## config.mk

```make
export PLATFORM = sky130hd
export DESIGN_NAME = switch_allocator
export DESIGN_NICKNAME = d
export VERILOG_FILES = /design/src/rtl/noc_pkg.sv /design/src/rtl/rr_arbiter.sv /design/src/rtl/switch_allocator.sv
export SDC_FILE = /design/constraint.sdc
export NUM_CORES = 1
export LEC_CHECK = 0
export ABC_AREA = 0
export BUFFER_PORTS_ARGS = -buffer_cell sky130_fd_sc_hd__clkbuf_2
export CORE_MARGIN = 2
export CORE_UTILIZATION = 50
export DETAILED_ROUTE_END_ITERATION = 10
export PLACE_DENSITY = 0.68
export SETUP_SLACK_MARGIN = 0.5
export SYNTH_ARGS = -nofsm -noshare
export SYNTH_HDL_FRONTEND = slang
export SYNTH_SLANG_ARGS = --single-unit
```

## constraint.sdc

```tcl
create_clock -name clk -period 10.7 [get_ports clk]
set_clock_uncertainty 0.2 [all_clocks]
set_input_delay 0.535 -clock clk [delete_from_list [all_inputs] [get_ports clk]]
set_output_delay 0.535 -clock clk [all_outputs]
set_load 0.05 [all_outputs]
```

## src/rtl/noc_pkg.sv

```systemverilog
// Shared NoC router definitions: flit types, port indices and allocator state encoding.
package noc_pkg;

  localparam int unsigned NUM_PORTS     = 5;
  localparam int unsigned PORT_W        = 3;
  localparam int unsigned FLIT_TYPE_MSB = 47;
  localparam int unsigned FLIT_TYPE_LSB = 45;
  localparam int unsigned FLIT_TYPE_W   = FLIT_TYPE_MSB - FLIT_TYPE_LSB + 1;
  localparam int unsigned SA_HOLD_LIMIT = 64;
  localparam int unsigned SA_HOLD_CNT_W = 7;

  localparam logic [FLIT_TYPE_W-1:0] FLIT_HEAD      = 3'b000;
  localparam logic [FLIT_TYPE_W-1:0] FLIT_BODY      = 3'b001;
  localparam logic [FLIT_TYPE_W-1:0] FLIT_TAIL      = 3'b010;
  localparam logic [FLIT_TYPE_W-1:0] FLIT_HEAD_TAIL = 3'b011;

  typedef enum logic [2:0] {
    PORT_NORTH = 3'd0,
    PORT_EAST  = 3'd1,
    PORT_SOUTH = 3'd2,
    PORT_WEST  = 3'd3,
    PORT_LOCAL = 3'd4
  } port_e;

  typedef enum logic {
    SA_IDLE   = 1'b0,
    SA_LOCKED = 1'b1
  } sa_state_e;

  function automatic logic is_head(input logic [FLIT_TYPE_W-1:0] t);
    return (t == FLIT_HEAD) || (t == FLIT_HEAD_TAIL);
  endfunction

  function automatic logic is_body_tail(input logic [FLIT_TYPE_W-1:0] t);
    return (t == FLIT_BODY) || (t == FLIT_TAIL);
  endfunction

endpackage

```

## src/rtl/rr_arbiter.sv

```systemverilog
// Round-robin picker: first set request at or above ptr, wrapping at NUM_PORTS-1.
module rr_arbiter #(
  parameter int unsigned NUM_PORTS = 5,
  parameter int unsigned PORT_W    = 3
) (
  input  logic [NUM_PORTS-1:0] req,
  input  logic [PORT_W-1:0]    ptr,
  output logic [NUM_PORTS-1:0] gnt,
  output logic [PORT_W-1:0]    idx,
  output logic                 found
);
  import noc_pkg::*;

  logic [PORT_W-1:0] cand;

  always_comb begin
    gnt   = '0;
    idx   = '0;
    found = 1'b0;
    cand  = '0;
    for (int unsigned k = 0; k < NUM_PORTS; k++) begin
      if (32'(ptr) + k >= NUM_PORTS) cand = PORT_W'(32'(ptr) + k - NUM_PORTS);
      else                           cand = PORT_W'(32'(ptr) + k);
      if (!found && req[cand]) begin
        found     = 1'b1;
        gnt[cand] = 1'b1;
        idx       = cand;
      end
    end
  end

endmodule

```

## src/rtl/switch_allocator.sv

```systemverilog
// Wormhole switch allocator: per-output round-robin on heads, locked to owner until tail.
// Optional sticky protocol checker built when SA_ERR_CHECK_EN is defined.
module switch_allocator #(
  parameter int unsigned NUM_PORTS = 5,
  parameter int unsigned PORT_W    = 3
) (
  input  logic                          clk,
  input  logic                          rst,
  input  logic [NUM_PORTS-1:0]          req,
  input  logic [NUM_PORTS*PORT_W-1:0]   req_outport,
  input  logic [NUM_PORTS*3-1:0]        req_flit_type,
  input  logic [NUM_PORTS-1:0]          out_ready,
  output logic [NUM_PORTS-1:0]          grant,
  output logic [NUM_PORTS*PORT_W-1:0]   xbar_sel,
  output logic [NUM_PORTS-1:0]          xbar_valid,
  output logic [3:0]                    err
);
  import noc_pkg::*;

  logic [PORT_W-1:0]    op [NUM_PORTS];
  logic [2:0]           ft [NUM_PORTS];

  sa_state_e            state_q [NUM_PORTS];
  sa_state_e            state_d [NUM_PORTS];
  logic [PORT_W-1:0]    owner_q [NUM_PORTS];
  logic [PORT_W-1:0]    owner_d [NUM_PORTS];
  logic [PORT_W-1:0]    ptr_q   [NUM_PORTS];
  logic [PORT_W-1:0]    ptr_d   [NUM_PORTS];
  logic [PORT_W-1:0]    sel_q   [NUM_PORTS];
  logic [PORT_W-1:0]    sel_d   [NUM_PORTS];

  logic [NUM_PORTS-1:0] arb_gnt   [NUM_PORTS];
  logic [PORT_W-1:0]    arb_idx   [NUM_PORTS];
  logic                 arb_found [NUM_PORTS];
  logic                 owner_ok  [NUM_PORTS];

  for (genvar gi = 0; gi < NUM_PORTS; gi++) begin : g_unpack
    assign op[gi] = req_outport[gi*PORT_W +: PORT_W];
    assign ft[gi] = req_flit_type[gi*3 +: 3];
  end

  // Per-output head candidates feed one arbiter each; owner_ok qualifies the locked path.
  for (genvar go = 0; go < NUM_PORTS; go++) begin : g_out
    localparam logic [PORT_W-1:0] OUT_IDX = PORT_W'(go);
    logic [NUM_PORTS-1:0] cand;

    always_comb begin
      cand = '0;
      for (int i = 0; i < NUM_PORTS; i++)
        cand[i] = req[i] && (op[i] == OUT_IDX) && is_head(ft[i]);
    end

    rr_arbiter #(.NUM_PORTS(NUM_PORTS), .PORT_W(PORT_W)) u_arb (
      .req   (cand),
      .ptr   (ptr_q[go]),
      .gnt   (arb_gnt[go]),
      .idx   (arb_idx[go]),
      .found (arb_found[go])
    );

    assign owner_ok[go] = req[owner_q[go]] && (op[owner_q[go]] == OUT_IDX);
  end

  // Next-state and combinational grant/select for every output.
  always_comb begin
    grant      = '0;
    xbar_valid = '0;
    xbar_sel   = '0;
    for (int o = 0; o < NUM_PORTS; o++) begin
      state_d[o] = state_q[o];
      owner_d[o] = owner_q[o];
      ptr_d[o]   = ptr_q[o];
      sel_d[o]   = sel_q[o];
      unique case (state_q[o])
        SA_IDLE: begin
          if (arb_found[o] && out_ready[o]) begin
            grant         = grant | arb_gnt[o];
            xbar_valid[o] = 1'b1;
            sel_d[o]      = arb_idx[o];
            ptr_d[o]      = (32'(arb_idx[o]) == NUM_PORTS - 1) ? '0
                                                               : arb_idx[o] + PORT_W'(1);
            if (ft[arb_idx[o]] == FLIT_HEAD) begin
              state_d[o] = SA_LOCKED;
              owner_d[o] = arb_idx[o];
            end
          end
        end
        SA_LOCKED: begin
          if (owner_ok[o] && out_ready[o]) begin
            grant[owner_q[o]] = 1'b1;
            xbar_valid[o]     = 1'b1;
            sel_d[o]          = owner_q[o];
            if (ft[owner_q[o]] == FLIT_TAIL) state_d[o] = SA_IDLE;
          end
        end
        default: state_d[o] = SA_IDLE;
      endcase
      xbar_sel[o*PORT_W +: PORT_W] = sel_d[o];
    end
    if (rst) begin
      grant      = '0;
      xbar_valid = '0;
      xbar_sel   = '0;
    end
  end

  always_ff @(posedge clk) begin
    if (rst) begin
      for (int o = 0; o < NUM_PORTS; o++) begin
        state_q[o] <= SA_IDLE;
        owner_q[o] <= '0;
        ptr_q[o]   <= '0;
        sel_q[o]   <= '0;
      end
    end else begin
      for (int o = 0; o < NUM_PORTS; o++) begin
        state_q[o] <= state_d[o];
        owner_q[o] <= owner_d[o];
        ptr_q[o]   <= ptr_d[o];
        sel_q[o]   <= sel_d[o];
      end
    end
  end

`ifdef SA_ERR_CHECK_EN
  logic [3:0]               err_q, err_d;
  logic [SA_HOLD_CNT_W-1:0] hold_q [NUM_PORTS];
  logic [SA_HOLD_CNT_W-1:0] hold_d [NUM_PORTS];

  // Sticky protocol checks; hold counter tracks owner silence while locked.
  always_comb begin
    err_d = err_q;
    for (int i = 0; i < NUM_PORTS; i++) begin
      if (req[i]) begin
        if (32'(op[i]) >= NUM_PORTS) err_d[2] = 1'b1;
        else if ((state_q[op[i]] == SA_IDLE) && is_body_tail(ft[i])) err_d[0] = 1'b1;
      end
    end
    for (int o = 0; o < NUM_PORTS; o++) begin
      hold_d[o] = '0;
      if (state_q[o] == SA_LOCKED) begin
        if (req[owner_q[o]] && is_head(ft[owner_q[o]])) err_d[1] = 1'b1;
        if (!req[owner_q[o]]) begin
          if (32'(hold_q[o]) == SA_HOLD_LIMIT) begin
            err_d[3]  = 1'b1;
            hold_d[o] = hold_q[o];
          end else begin
            hold_d[o] = hold_q[o] + SA_HOLD_CNT_W'(1);
          end
        end
      end
    end
  end

  always_ff @(posedge clk) begin
    if (rst) begin
      err_q <= '0;
      for (int o = 0; o < NUM_PORTS; o++) hold_q[o] <= '0;
    end else begin
      err_q <= err_d;
      for (int o = 0; o < NUM_PORTS; o++) hold_q[o] <= hold_d[o];
    end
  end

  assign err = err_q;
`else
  assign err = '0;
`endif

endmodule

```

* Word-level counts from Yosys, hierarchy flattened *
Memories as Yosys holds them, arrays and structs flattened.
Cells that the tools add are included.

storage, ports and cells
  register bits = 0
  RAM bits = 50
  input bits = 42
  output and inout port bits = 29
  logic and storage cells = 798
  memories = 4

memories
  name     depth  bits a word  rd ports  clocked after Yosys merged registers in  write ports  RTL line                RTL
  owner_q  5      3            5         0                                        5            switch_allocator.sv:25  logic [PORT_W-1:0] owner_q [NUM_PORTS];
  ptr_q    5      3            5         0                                        5            switch_allocator.sv:27  logic [PORT_W-1:0] ptr_q [NUM_PORTS];
  sel_q    5      3            5         0                                        5            switch_allocator.sv:29  logic [PORT_W-1:0] sel_q [NUM_PORTS];
  state_q  5      1            5         0                                        5            switch_allocator.sv:23  sa_state_e state_q [NUM_PORTS];

cells by class
  add/subtract/negate cells = 50
  $lt $le $gt $ge = 95
  equal/unequal tests = 39
  mux-type cells = 391
  bitwise logic cells = 63
  reduce and logical (&&, ||, !) cells = 156

operators by type and width
  cell                                                                count
  two-way mux 3 bit                                                   135
  two-way mux 5 bit                                                   37
  OR 5 bit                                                            28
  binary-select mux 3 bit (select 3 bit)                              15
  two-way mux 1 bit                                                   123
  < comparator 3 x 4 -> 1 bit (second input constant)                 30
  logical AND 1 bit                                                   115
  binary-select mux 1 bit (select 3 bit)                              30
  demux 1 bit (select 3 bit)                                          30
  greater-or-equal comparator 3 x 1 -> 1 bit (second input constant)  30
  greater-or-equal comparator 4 x 3 -> 1 bit (second input constant)  20
  subtractor 3 bit (second input constant)                            25
  == test 3 x 2 -> 1 bit (second input constant)                      22
  case mux 5 bit (2 select lines)                                     5
  zero test 3 bit                                                     16
  adder 3 x 2 -> 4 bit (second input constant)                        10
  greater-or-equal comparator 4 bit (second input constant)           10
  NOT 3 -> 4 bit                                                      10
  == test 3 bit (second input constant)                               11
  case mux 3 bit (2 select lines)                                     5
  adder 3 x 1 -> 4 bit (second input constant)                        5
  adder 3 x 3 -> 4 bit (second input constant)                        5
  zero test 1 bit                                                     20
  OR 1 bit                                                            20
  other kinds (7)                                                     37

* Longest topological paths before layout *
  word-level depth = 34
  gate-level depth with buffers = 20
  depth with buffers taken out = 16

* Hierarchy *
Synthesis repeated with hierarchy kept, for this count alone.

second synthesis, totals
  cell total of the unflattened synthesis = 1,641
  area total of the unflattened synthesis = 11,185.7 um2

by module, submodules not included
  module                            instances  cells an instance  area an instance (um2)  seq. area each (um2)
  rr_arbiter at g_out[0].u_arb ...  4          213                1,365.1                 0.0
  switch_allocator                  1          588                4,321.6                 1,001.0
  rr_arbiter at g_out[4].u_arb      1          201                1,403.8                 0.0

* Worst setup path after synthesis *
No wires, ideal clock.

  kind = register -> output
  start point = memory ptr_q[1][0], in the netlist ptr_q[0][3]
  end point = output xbar_sel[5]
  arrival time = 4.971 ns
  required time = 9.965 ns
  setup slack = 4.994 ns
  stages on the path, launching flop included = 17
  buffers on the path = 4
  path through = dfxtp_1 -> buf_2 -> buf_2 -> buf_2 -> inv_1 -> ha_1 -> ha_1 -> clkbuf_1 -> a211o_1 -> a21oi_1 -> a32o_1 -> a21o_1 -> nand2_1 -> and3_1 -> a311oi_2 -> a211oi_1 -> a211oi_1

RTL lines
  item         RTL line                RTL
  from (decl)  switch_allocator.sv:27
  to (decl)    switch_allocator.sv:14  output logic [NUM_PORTS*PORT_W-1:0] xbar_sel,

==> flow_metrics.tcl <==
set metrics [dict create \
    clkTransAtPathRegs_ps 80 \
    total_power_w 0.00415 \
    ant_nets 0 \
    gp_congestion 1.06 \
    grt_max_degree 52 \
    r2r_slack_ps 5110 \
    start_util 0.509 \
    cts_tree "built" \
    core_sq_um 21800 \
    drc 0 \
    cts.hold.buffers_added 0 \
    cts.sinks 50 \
    die_h_um 153 \
    grt_usage 0.323 \
    multi_input_area_sq_um 9410 \
    rsz0062_at_grt "false" \
    fmax_mhz 152 \
    yosysTopAreaCellShare 0.0900 \
    layout-drive-gt1-share 0.101 \
    clockRootBuffer "clkbuf_16" \
    worst-path-max-fanout 33 \
    register_area_sq_um 1000 \
    avgSynthCellArea_sq_um 6.92 \
    p_comb_frac 0.859 \
    power_density_nw_per_um2 358 \
    insertion_delay_ps 320 \
    post-cts-setup-buffers 0 \
    fp-row-count 54 \
    clock_power_share 0.046 \
    timing.slew.headroom 0.0726 \
    wl_mm 39.6 \
    wl_per_cell_um 21.2 \
    power_frac_seq 0.095 \
    htreeDepth 2 \
    tns_ps 0 \
    synth.distinct_cells 102 \
    pre_cts_slack_ps 4570 \
    final_core_util 0.532 \
    diodes 0 \
    area_delta_synth_final_pct 4.33 \
    dp_hpwl_mm 30.9 \
    start_kind "flip-flop" \
    min_period_ps 6590 \
    drtPass1Iterations 6 \
    worst_slew_pin_slew_ps 1380 \
    r2r_start "ptr_q[0][3]$_SDFFE_PP0P_" \
    rr_endpoint "state_q[0][1]$_SDFF_PP0_" \
    fin_hold_ws_ps 339 \
    ys_seq_elements 50 \
    synth_top_area_cell "dfxtp_1" \
    layout_commonest_cell "nor2_1" \
    internal_power_w 0.00160 \
    yosysWarnings 0 \
    cts-resized-gates 0 \
    reg2regPathDepth 13 \
    netlist_area_sq_um 11100 \
    worst_ep_required_time_ps 9970 \
    setup_viol 0 \
    ioPinCount 71 \
    dieArea_sq_um 23400 \
    arrival_ps 5860 \
    fin_nets 1688 \
    grt_pass1_vias 11511 \
    cts_buffers 5 \
    status "completed" \
    finalHoldViolations 0 \
    irDropWorstVdd_mv 0.256 \
    hold_depth 2 \
    ys.flop_type "dfxtp_1" \
    vias 12848 \
    die_w_um 153 \
    p_sw_w 0.00255 \
    p_leak_nw 4.27 \
    whs_endpoint "sel_q[0][0]$_DFF_P_" \
    nFillCells 2205 \
    ys_top_cells_by_area "dfxtp_1 9.0%, a21oi_1 6.0%, ha_1 5.6%" \
    hold_class "reg -> reg" \
    io_buffers 66 \
    syn_inst 1607 \
    grt_pass1_wl_mm 62.3 \
    ys_seq_area_frac 0.0900 \
    hp-start "sel_q[0][0]$_DFF_P_" \
    crit_type "reg -> out" \
    layout_common_cells "154 x nor2_1, 133 x a21oi_1, 121 x nand2_1" \
    slew_viol_final 0 \
    synth-async-reset-ratio 0 \
    synth_edf_count 0 \
    grt_antenna_before_repair 1 \
    swShare 0.614 \
    grt_overflow 0 \
    drtIter0Drc 1406 \
    clk_path_buf_depth 2 \
    end_kind "output port" \
    maxCapViolations 0 \
    viasPerCell 6.86 \
    layout_worst_path_cycle_share 0.616 \
    setup_ws_ps 4110 \
]
[kinds of logic (layout without fill, tap and decap cells)]
| family | Yosys count | count (layout) | share of synthesized area |
|---|---|---|---|
| compound gates | 572 | 572 | 0.356 |
| xor+xnor | 27 | 27 | 0.0226 |
| fa+ha+maj | 55 | 55 | 0.0653 |
| buf+inv | 172 | 154 | 0.0643 |
| flops | 50 | 50 | 0.0900 |
| mux | 91 | 91 | 0.0970 |
| other cells | 1 | 4 | 0.000337 |
| simple gates | 639 | 639 | 0.304 |
[metal layers]
metal	routed length, um	up-vias	track usage
met4	1320	2	0.101
met2	17200	656	0.499
met5	13	-	0
li1	-	6120	-
met1	17200	5969	0.452
met3	3910	101	0.0638
[power by group through the flow]
| stage | logic (W) | registers [W] | clock network, W |
|---|---|---|---|
| 6_report | 0.00356 | 0.000393 | 0.000192 |
| 5_1_grt | 0.00390 | 0.000408 | 0.000200 |
| 4_1_cts | 0.00348 | 0.000388 | 0.000192 |
| 3_5_place_dp | 0.00347 | 0.000392 | 0 |
| 3_3_place_gp | 0.00346 | 0.000391 | 0 |
| 2_1_floorplan | 0.00284 | 0.000298 | 0 |
[Yosys cell counts, types with 30 or more instances]
cell	count
a211oi_1	42
a21oi_1	133
a31oi_1	37
buf_2	30
clkbuf_1	62
dfxtp_1	50
ha_1	50
inv_1	64
mux2i_1	61
nand2_1	121
nand2b_1	40
nand3_1	65
nor2_1	154
nor3_1	51
o21ai_0	96
[worst max-delay path: stages (launching register included)]
cell and delay [ps]:
dfxtp_1 1020, inv_1 270, ha_1 350, ha_1 420, a211o_1 340, a21oi_1 500, a32o_1 260, a21o_1 180
nand2_1 140, a31oi_1 550, nand2b_1 380, a21oi_1 420, a211oi_1 80, a21oi_1 290, clkbuf_2 330
[stage by stage]
step           instance area (sq um)  cells
2_1_floorplan                  11100   1610
3_3_place_gp                   11400   1864
3_5_place_dp                   11400   1864
4_1_cts                        11600   1872
5_1_grt                        11600   1872
6_report                       11600   1872
[worst max path at each step]
stage,from,cells past startpoint,end
floorplan,ptr_q[0][3]$_SDFFE_PP0P_,16,xbar_sel[5]
detailed placement,ptr_q[0][3]$_SDFFE_PP0P_,12,grant[1]
global route,ptr_q[0][12]$_SDFFE_PP0P_,13,grant[1]
global placement,ptr_q[0][3]$_SDFFE_PP0P_,12,grant[1]
CTS,ptr_q[0][3]$_SDFFE_PP0P_,12,grant[1]
finish,ptr_q[0][3]$_SDFFE_PP0P_,14,grant[0]
[registers in the layout (all words and copies together) (netlist names)]
| name | flops |
|---|---|
| state_q | 5 |
| owner_q | 15 |
| sel_q | 15 |
| ptr_q | 15 |
[cell type report]
cell class                      count  area share
Sequential cell                    50      0.0863
Tap cell                          280      0.0302
Inverter                           70      0.0227
Clock inverter                      2     0.00324
Multi-Input combinational cell   1388       0.812
Timing Repair Buffer               76      0.0349
Clock buffer                        6      0.0111
Power figures use the tool's default switching activity.
